`src/rtl/poly_svf_synth.sv`:
```
// Time-multiplexed polyphonic synth: per-voice octave oscillator + 2-pole SVF lowpass, summed per frame.
// Build option: define POLY_SVF_MIX_SATURATE_EN to clamp the frame mix instead of wrapping it.
module poly_svf_synth #(
  parameter int unsigned NUM_VOICES   = 2,
  parameter int unsigned PERIOD_BITS  = 10,
  parameter int unsigned OCT_BITS     = 3,
  parameter int unsigned WAVE_BITS    = 8,
  parameter int unsigned LEAST_SHR    = 3,
  parameter int unsigned DIVIDER_BITS = 7,
  localparam int unsigned VB = (NUM_VOICES > 1) ? $clog2(NUM_VOICES) : 1
) (
  input  logic                        clk,
  input  logic                        reset,
  input  logic                        cfg_we,
  input  logic [VB+1:0]               cfg_addr,
  input  logic [7:0]                  cfg_data,
  output logic signed [WAVE_BITS-1:0] sample_out,
  output logic                        sample_valid,
  output logic                        frame_start
);

  localparam int unsigned SLOT_BITS = VB + 2;
  localparam int unsigned LAST_SLOT = 4 * NUM_VOICES - 1;
  localparam int unsigned OCTS      = 2 ** OCT_BITS;
  localparam int unsigned EXTRA     = LEAST_SHR + OCTS - 1;
  localparam int unsigned FW        = WAVE_BITS + EXTRA;
  localparam int unsigned MIX_BITS  = WAVE_BITS + $clog2(NUM_VOICES) + 1;
  localparam int unsigned PB        = PERIOD_BITS - 1;

  localparam logic [PB-1:0]       PERIOD_RST = PB'(56);
  localparam logic [OCT_BITS-1:0] OCT_RST    = OCT_BITS'(3);
  localparam logic [2:0]          CUTOFF_RST = 3'd3;
  localparam logic [2:0]          DAMP_RST   = 3'd4;

  // Per-voice configuration and state
  logic [PB-1:0]          period_r [NUM_VOICES];
  logic [OCT_BITS-1:0]    oct_r    [NUM_VOICES];
  logic [1:0]             mode_r   [NUM_VOICES];
  logic [2:0]             cutoff_r [NUM_VOICES];
  logic [2:0]             damp_r   [NUM_VOICES];
  logic                   en_r     [NUM_VOICES];
  logic [PERIOD_BITS-1:0] cnt_r    [NUM_VOICES];
  logic [WAVE_BITS-1:0]   saw_r    [NUM_VOICES];
  logic signed [FW-1:0]   y_r      [NUM_VOICES];
  logic signed [FW-1:0]   v_r      [NUM_VOICES];

  logic [SLOT_BITS-1:0]       slot;
  logic [DIVIDER_BITS-1:0]    div_r;
  logic [DIVIDER_BITS-1:0]    rise_r;
  logic signed [MIX_BITS-1:0] mix_r;

  logic [VB-1:0]          cur;
  logic [1:0]             phase;
  logic [PB-1:0]          per_c;
  logic [OCT_BITS-1:0]    oct_c;
  logic [1:0]             mode_c;
  logic [2:0]             cutoff_c;
  logic [2:0]             damp_c;
  logic                   en_c;
  logic [PERIOD_BITS-1:0] cnt_c;
  logic [WAVE_BITS-1:0]   saw_c;
  logic signed [FW-1:0]   y_c;
  logic signed [FW-1:0]   v_c;

  assign cur      = slot[SLOT_BITS-1:2];
  assign phase    = slot[1:0];
  assign per_c    = period_r[cur];
  assign oct_c    = oct_r[cur];
  assign mode_c   = mode_r[cur];
  assign cutoff_c = cutoff_r[cur];
  assign damp_c   = damp_r[cur];
  assign en_c     = en_r[cur];
  assign cnt_c    = cnt_r[cur];
  assign saw_c    = saw_r[cur];
  assign y_c      = y_r[cur];
  assign v_c      = v_r[cur];

  // Octave enables: the whole frame sees the edges of the increment made at slot 0
  logic [DIVIDER_BITS-1:0] rise_c;
  logic [OCTS-1:0]         oct_en_c;
  logic                    osc_step_c;

  always_comb begin
    rise_c = rise_r;
    if (slot == '0) begin
      rise_c = (div_r + DIVIDER_BITS'(1)) & ~div_r;
    end
  end

  assign oct_en_c   = {rise_c[OCTS-2:0], 1'b1};
  assign osc_step_c = oct_en_c[oct_c] & en_c;

  // Waveform shaping from the saw phase
  logic [WAVE_BITS-1:0]        wave_c;
  logic signed [WAVE_BITS-1:0] wave_s_c;

  always_comb begin
    wave_c = saw_c;
    case (mode_c)
      2'd0:    wave_c = saw_c;
      2'd1:    wave_c = {WAVE_BITS{saw_c[WAVE_BITS-1]}};
      2'd2:    wave_c = saw_c[WAVE_BITS-1] ? ~(saw_c << 1) : (saw_c << 1);
      default: wave_c = {1'b1, {(WAVE_BITS-1){1'b0}}};
    endcase
  end

  assign wave_s_c = {~wave_c[WAVE_BITS-1], wave_c[WAVE_BITS-2:0]};

  // Shared filter adder: one accumulate per slot, operand picked by phase
  logic signed [FW-1:0] v_shr_c;
  logic signed [FW-1:0] y_shr_c;
  logic signed [FW-1:0] wave_ext_c;
  logic signed [FW-1:0] addend_c;
  logic signed [FW-1:0] base_c;
  logic signed [FW-1:0] sum_c;

  always_comb begin
    v_shr_c    = v_c >>> LEAST_SHR;
    y_shr_c    = y_c >>> LEAST_SHR;
    wave_ext_c = {{EXTRA{wave_s_c[WAVE_BITS-1]}}, wave_s_c};
    addend_c   = '0;
    case (phase)
      2'd0:    addend_c = (~v_shr_c) >>> damp_c;
      2'd1:    addend_c = (wave_ext_c <<< (OCTS - 2)) >>> cutoff_c;
      2'd2:    addend_c = v_shr_c >>> cutoff_c;
      default: addend_c = (~y_shr_c) >>> cutoff_c;
    endcase
    base_c = (phase == 2'd2) ? y_c : v_c;
    sum_c  = base_c + addend_c;
  end

  logic signed [MIX_BITS-1:0] mix_add_c;
  logic signed [MIX_BITS-1:0] mix_fin_c;
  logic [WAVE_BITS-1:0]       sample_c;

  assign mix_add_c = en_c ? MIX_BITS'(y_c >>> EXTRA) : '0;
  assign mix_fin_c = mix_r + mix_add_c;

`ifdef POLY_SVF_MIX_SATURATE_EN
  localparam logic signed [MIX_BITS-1:0] SAT_HI = MIX_BITS'((2 ** (WAVE_BITS - 1)) - 1);
  localparam logic signed [MIX_BITS-1:0] SAT_LO = ~SAT_HI;

  always_comb begin
    sample_c = mix_fin_c[WAVE_BITS-1:0];
    if (mix_fin_c > SAT_HI) begin
      sample_c = SAT_HI[WAVE_BITS-1:0];
    end else if (mix_fin_c < SAT_LO) begin
      sample_c = SAT_LO[WAVE_BITS-1:0];
    end
  end
`else
  assign sample_c = mix_fin_c[WAVE_BITS-1:0];
`endif

  logic [VB-1:0] wr_voice_c;
  logic [1:0]    wr_reg_c;
  logic          wr_ok_c;

  assign wr_voice_c = cfg_addr[VB+1:2];
  assign wr_reg_c   = cfg_addr[1:0];
  assign wr_ok_c    = cfg_we && (32'(wr_voice_c) < NUM_VOICES);

  always_ff @(posedge clk) begin
    if (reset) begin
      slot         <= '0;
      div_r        <= '0;
      rise_r       <= '0;
      mix_r        <= '0;
      sample_out   <= '0;
      sample_valid <= 1'b0;
      frame_start  <= 1'b0;
      for (int i = 0; i < NUM_VOICES; i++) begin
        period_r[i] <= PERIOD_RST;
        oct_r[i]    <= OCT_RST;
        mode_r[i]   <= 2'd0;
        cutoff_r[i] <= CUTOFF_RST;
        damp_r[i]   <= DAMP_RST;
        en_r[i]     <= 1'b1;
        cnt_r[i]    <= '0;
        saw_r[i]    <= '0;
        y_r[i]      <= '0;
        v_r[i]      <= '0;
      end
    end else begin
      slot         <= (slot == SLOT_BITS'(LAST_SLOT)) ? '0 : slot + SLOT_BITS'(1);
      sample_valid <= 1'b0;
      frame_start  <= 1'b0;

      if (slot == '0) begin
        div_r  <= div_r + DIVIDER_BITS'(1);
        rise_r <= rise_c;
      end

      if (phase == 2'd2) begin
        y_r[cur] <= sum_c;
      end else begin
        v_r[cur] <= sum_c;
      end

      // Disabled voices hold their oscillator but keep filtering
      if (phase == 2'd0 && osc_step_c) begin
        if (cnt_c[PERIOD_BITS-1:WAVE_BITS] == '0) begin
          cnt_r[cur] <= cnt_c + {1'b1, per_c} - PERIOD_BITS'(2 ** WAVE_BITS);
          saw_r[cur] <= saw_c + WAVE_BITS'(1);
        end else begin
          cnt_r[cur] <= cnt_c - PERIOD_BITS'(2 ** WAVE_BITS);
        end
      end

      if (phase == 2'd3) begin
        if (slot == SLOT_BITS'(LAST_SLOT)) begin
          sample_out   <= sample_c;
          sample_valid <= 1'b1;
          frame_start  <= 1'b1;
          mix_r        <= '0;
        end else begin
          mix_r <= mix_fin_c;
        end
      end

      if (wr_ok_c) begin
        case (wr_reg_c)
          2'd0: period_r[wr_voice_c][7:0] <= cfg_data;
          2'd1: begin
            period_r[wr_voice_c][PB-1] <= cfg_data[0];
            oct_r[wr_voice_c]          <= cfg_data[OCT_BITS:1];
            mode_r[wr_voice_c]         <= cfg_data[5:4];
          end
          2'd2: begin
            cutoff_r[wr_voice_c] <= cfg_data[2:0];
            damp_r[wr_voice_c]   <= cfg_data[5:3];
          end
          default: en_r[wr_voice_c] <= cfg_data[0];
        endcase
      end
    end
  end

endmodule
```
`config.mk`:
```
export PLATFORM = sky130hd
export DESIGN_NAME = poly_svf_synth
export DESIGN_NICKNAME = d
export VERILOG_FILES = /design/src/rtl/poly_svf_synth.sv
export SDC_FILE = /design/constraint.sdc
export NUM_CORES = 1
export LEC_CHECK = 0
export CAP_MARGIN = 10
export CORE_MARGIN = 1
export CORE_UTILIZATION = 47
export CTS_CLUSTER_DIAMETER = 120
export CTS_CLUSTER_SIZE = 28
export DETAILED_ROUTE_END_ITERATION = 7
export SLEW_MARGIN = 0
export SYNTH_ARGS = -nofsm -noshare
export SYNTH_HDL_FRONTEND = slang
export SYNTH_SLANG_ARGS = --single-unit
```
`constraint.sdc`:
```
create_clock -name clk -period 9.24 [get_ports clk]
set_input_delay 0.924 -clock clk [delete_from_list [all_inputs] [get_ports clk]]
set_output_delay 0.924 -clock clk [all_outputs]
set_load 0.02 [all_outputs]
```
==> results.env <==
SYNTHESIS.INSTANCES=1129
LAYOUT.NETS=1192
MULTI_INPUT_AREA_UM2=5870
FINAL_LAYOUT_SIZE_SUFFIX_GT1_FRAC=0.108
YOSYSTOPAREACELL='sky130_fd_sc_hd__edfxtp_1'
DP_HPWL_MM=18.6
POST_CTS_SIZING_COUNT=0
DIE-WIDTH_UM=158
SYNTH.CELLS.MOST_FREQUENT='sky130_fd_sc_hd__nor2_1 (207), sky130_fd_sc_hd__edfxtp_1 (148), sky130_fd_sc_hd__nand2_1 (70)'
WORST_SLEW_PIN_SLEW_NS=1.11
POSTSYNTHNETCOUNT=1201
FLOORPLAN.INITIALDENSITY=0.484
PORT-BUFFER-COUNT=23
CTS_HOLD_BUFFERS=0
CTS_SETUP_BUFFERS=0
WORSTSETUPPATHTYPE='flop to flop'
POWER_DENSITY_nW_PER_UM2=235
DIE_SPAN_Y_UM=158
FMAX_MHz=161
GRT_ANTENNA_BEFORE_REPAIR=0
VIA_COUNT=8235
SEQ_AREA_FRAC_SYNTH=0.451
CLOCK_INSERTION_DELAY_WORST_SKEW_NS=0.44
POST-LAYOUT-TOTAL-POWER_mW=2.92
SYNTHFLOPTYPE='sky130_fd_sc_hd__edfxtp_1'
DRT_ITER0_MARKERS=646
CAP_VIOLATIONS=0
GP_ROUTABILITY_CONGESTION=0.951
FINALSETUPVIOLCOUNT=0
TIMING.CLOCK.SKEW_NS=0.00981
DIEAREA_UM2=25000
GLOBALROUTEOVERFLOWTOTAL=0
FINAL-MAX-SLEW-VIOLATION-COUNT=0
SYNTH.TOP_CELLS.BY_AREA='sky130_fd_sc_hd__edfxtp_1 (39%), sky130_fd_sc_hd__nor2_1 (6.8%), sky130_fd_sc_hd__dfxtp_1 (6.3%)'
TIMING.SETUP.TNS_NS=0
SYNTHESIS.AREA_PER_INSTANCE_UM2=10.2
SEQ_AREA_UM2=5170
TRITONCTS_CLOCK_TREE='yes'
POST-SYNTH-TOP-AREA-FRACTION=0.388
WL_MM=26.5
WORSTPATHMAXFANOUT=41
RSZ_0062_RAISED_AFTER_GLOBAL_ROUTING='no'
HOLDWS_NS=0.464
DIODES=0
MAXIMUM_RESISTIVE_DROP_ON_VDD_mV=0.140
SYNTH_SEQ_CELLS=184
YOSYS.CELL_COUNT.TOP_TYPE='sky130_fd_sc_hd__nor2_1'
GROUTE.USAGE.OVERALL=0.224
DRT-WIRELENGTH-PER-CELL_UM=18.3
VIASPERCELL=5.67
STATUS='finished, final reports clean'
CTS-BUFFERS-INSERTED=17
MAXSLEWHEADROOM=0.259
CORE_AREA_UM2=23700
SYN-CELL-AREA_UM2=11500
SETUP.WORST_PATH.END_CLASS='flop'
SYNTH_EDF_COUNT=148
WORST_EP_REQUIRED_TIME_NS=9.39
TIMING.FINAL.CRIT_PERIOD_NS=6.19
ANT_NETS=0
FLOW.AREA_GROWTH_FROM_SYNTHESIS_PCT=8.34
YS_ASYNC_SR_FRACTION=0
IOS=24
SETUP.WORST_PATH.START_CLASS='flop'
CLKTRANSATPATHREGS_NS=0.08
PIN_COUNT_OF_THE_BIGGEST_NET_ENTERING_GLOBAL_ROUTING=58
SINK_COUNT=184
HOLD_PATH.CLASS='flop to flop'
ARRIVAL_NS=6.34
YS_WARN_COUNT=0
PLACEMENT_ROWS=56
GRT_PASS1_VIAS=7821
LEAKAGE_POWER_nW=4.55
CLOCK_TREE.HTREE_LEVEL_COUNT=4
SETUP_WS_NS=3.05
FINALHOLDVIOLATIONS=0
FILLERS=2215
PRE_CTS_SLACK_NS=3.11
SYNTH.LIB_CELLS_USED.DISTINCT=78
CLOCKBUFFERDEPTH=2
DRC=0
LAYOUT_WORST_PATH_CYCLE_SHARE=0.670
CLOCK_TREE.ROOT_CELL='sky130_fd_sc_hd__clkbuf_16'
WIRE_LENGTH_OF_THE_FIRST_GLOBAL_ROUTING_PASS_MM=42.2
DRT_PASS1_ITERATIONS=5
[where the power goes]
group / internal (mW) / switching (mW) / total (mW)
clock: 0.363 / 0.368 / 0.730
sequential: 1.00 / 0.0326 / 1.03
combinational: 0.432 / 0.721 / 1.15
total: 1.79 / 1.12 / 2.92
[state kept, by name, summed over array words and instances, names as in the netlist, 8 cells and up]
signal      count
v_r            36
y_r            36
cnt_r          20
period_r       18
saw_r          16
mix_r           8
sample_out      8
[kinds of logic (layout without fill, tap and decap cells)]
| family | Yosys count | after routing | share of synthesized area |
|---|---|---|---|
| simple gates | 421 | 421 | 0.169 |
| mux | 124 | 124 | 0.124 |
| compound gates | 215 | 215 | 0.125 |
| fa+ha+maj | 58 | 58 | 0.0653 |
| buf+inv | 89 | 93 | 0.0372 |
| flops | 184 | 184 | 0.451 |
| xor+xnor | 38 | 38 | 0.0290 |
[worst max-delay path, cell delays in order (launching register included)]
cell,delay [ns]
sky130_fd_sc_hd__dfxtp_4,0.68
sky130_fd_sc_hd__buf_4,0.51
sky130_fd_sc_hd__buf_4,0.59
sky130_fd_sc_hd__mux2i_2,0.52
sky130_fd_sc_hd__xnor2_1,0.18
sky130_fd_sc_hd__nor2_1,0.06
sky130_fd_sc_hd__a2111oi_1,0.47
sky130_fd_sc_hd__o32a_1,0.27
sky130_fd_sc_hd__mux2i_1,0.10
sky130_fd_sc_hd__o22ai_1,0.16
sky130_fd_sc_hd__a31oi_1,0.09
sky130_fd_sc_hd__ha_1,0.47
sky130_fd_sc_hd__a21o_1,0.20
sky130_fd_sc_hd__or3_1,0.30
sky130_fd_sc_hd__o21ai_1,0.30
sky130_fd_sc_hd__a211oi_1,0.16
sky130_fd_sc_hd__o31a_1,0.32
sky130_fd_sc_hd__nor3_1,0.37
sky130_fd_sc_hd__nor3_1,0.08
[stage by stage]
step | std cells | cell area, um2 | util
4_1_cts | 1452 | 12400 | 0.524
3_5_place_dp | 1420 | 11800 | 0.500
3_3_place_gp | 1420 | 11800 | 0.500
5_1_grt | 1452 | 12400 | 0.524
6_report | 1452 | 12400 | 0.524
2_1_floorplan | 1129 | 11500 | -
[layout make-up]
cell class | instances | share of cell area
repair buffers | 31 | 0.0230
clock inverters | 15 | 0.0126
well taps | 319 | 0.0321
multi-input cells | 856 | 0.473
flip-flops and latches | 184 | 0.416
clock buffers | 17 | 0.0342
inverters | 30 | 0.00907
[placed cells by master (no fill, tap or decap), drive strengths merged, types with 19 or more instances in the layout]
master / n
ha: 55
clkdlybuf4s50: 22
nor2: 207
xnor2: 30
mux2i: 77
nand2b: 19
and2: 28
mux2: 44
a21oi: 65
dfxtp: 36
inv: 38
nand2: 70
edfxtp: 148
o21ai: 50
[metal layers]
| layer | up-vias | GRT usage | part of all wire |
|---|---|---|---|
| met3 | 33 | 0.0359 | 0.036 |
| met4 | 0 | 0.0719 | 0.019 |
| met2 | 179 | 0.366 | 0.47 |
| li1 | 4068 | - | - |
| met5 | - | 0 | 0 |
| met1 | 3955 | 0.302 | 0.47 |
[final timing paths]
kind	cells after the start	startpoint	end	slack (ns)
worst min-delay path	2	rise_r[2]	rise_r[2]	0.46
worst min register to register	2	rise_r[2]	rise_r[2]	0.46
worst max-delay path	18	slot[2]	y_r[1][16]	3.05
worst max register to register	18	slot[2]	y_r[1][16]	3.05
(Power assumes the default switching activity.)
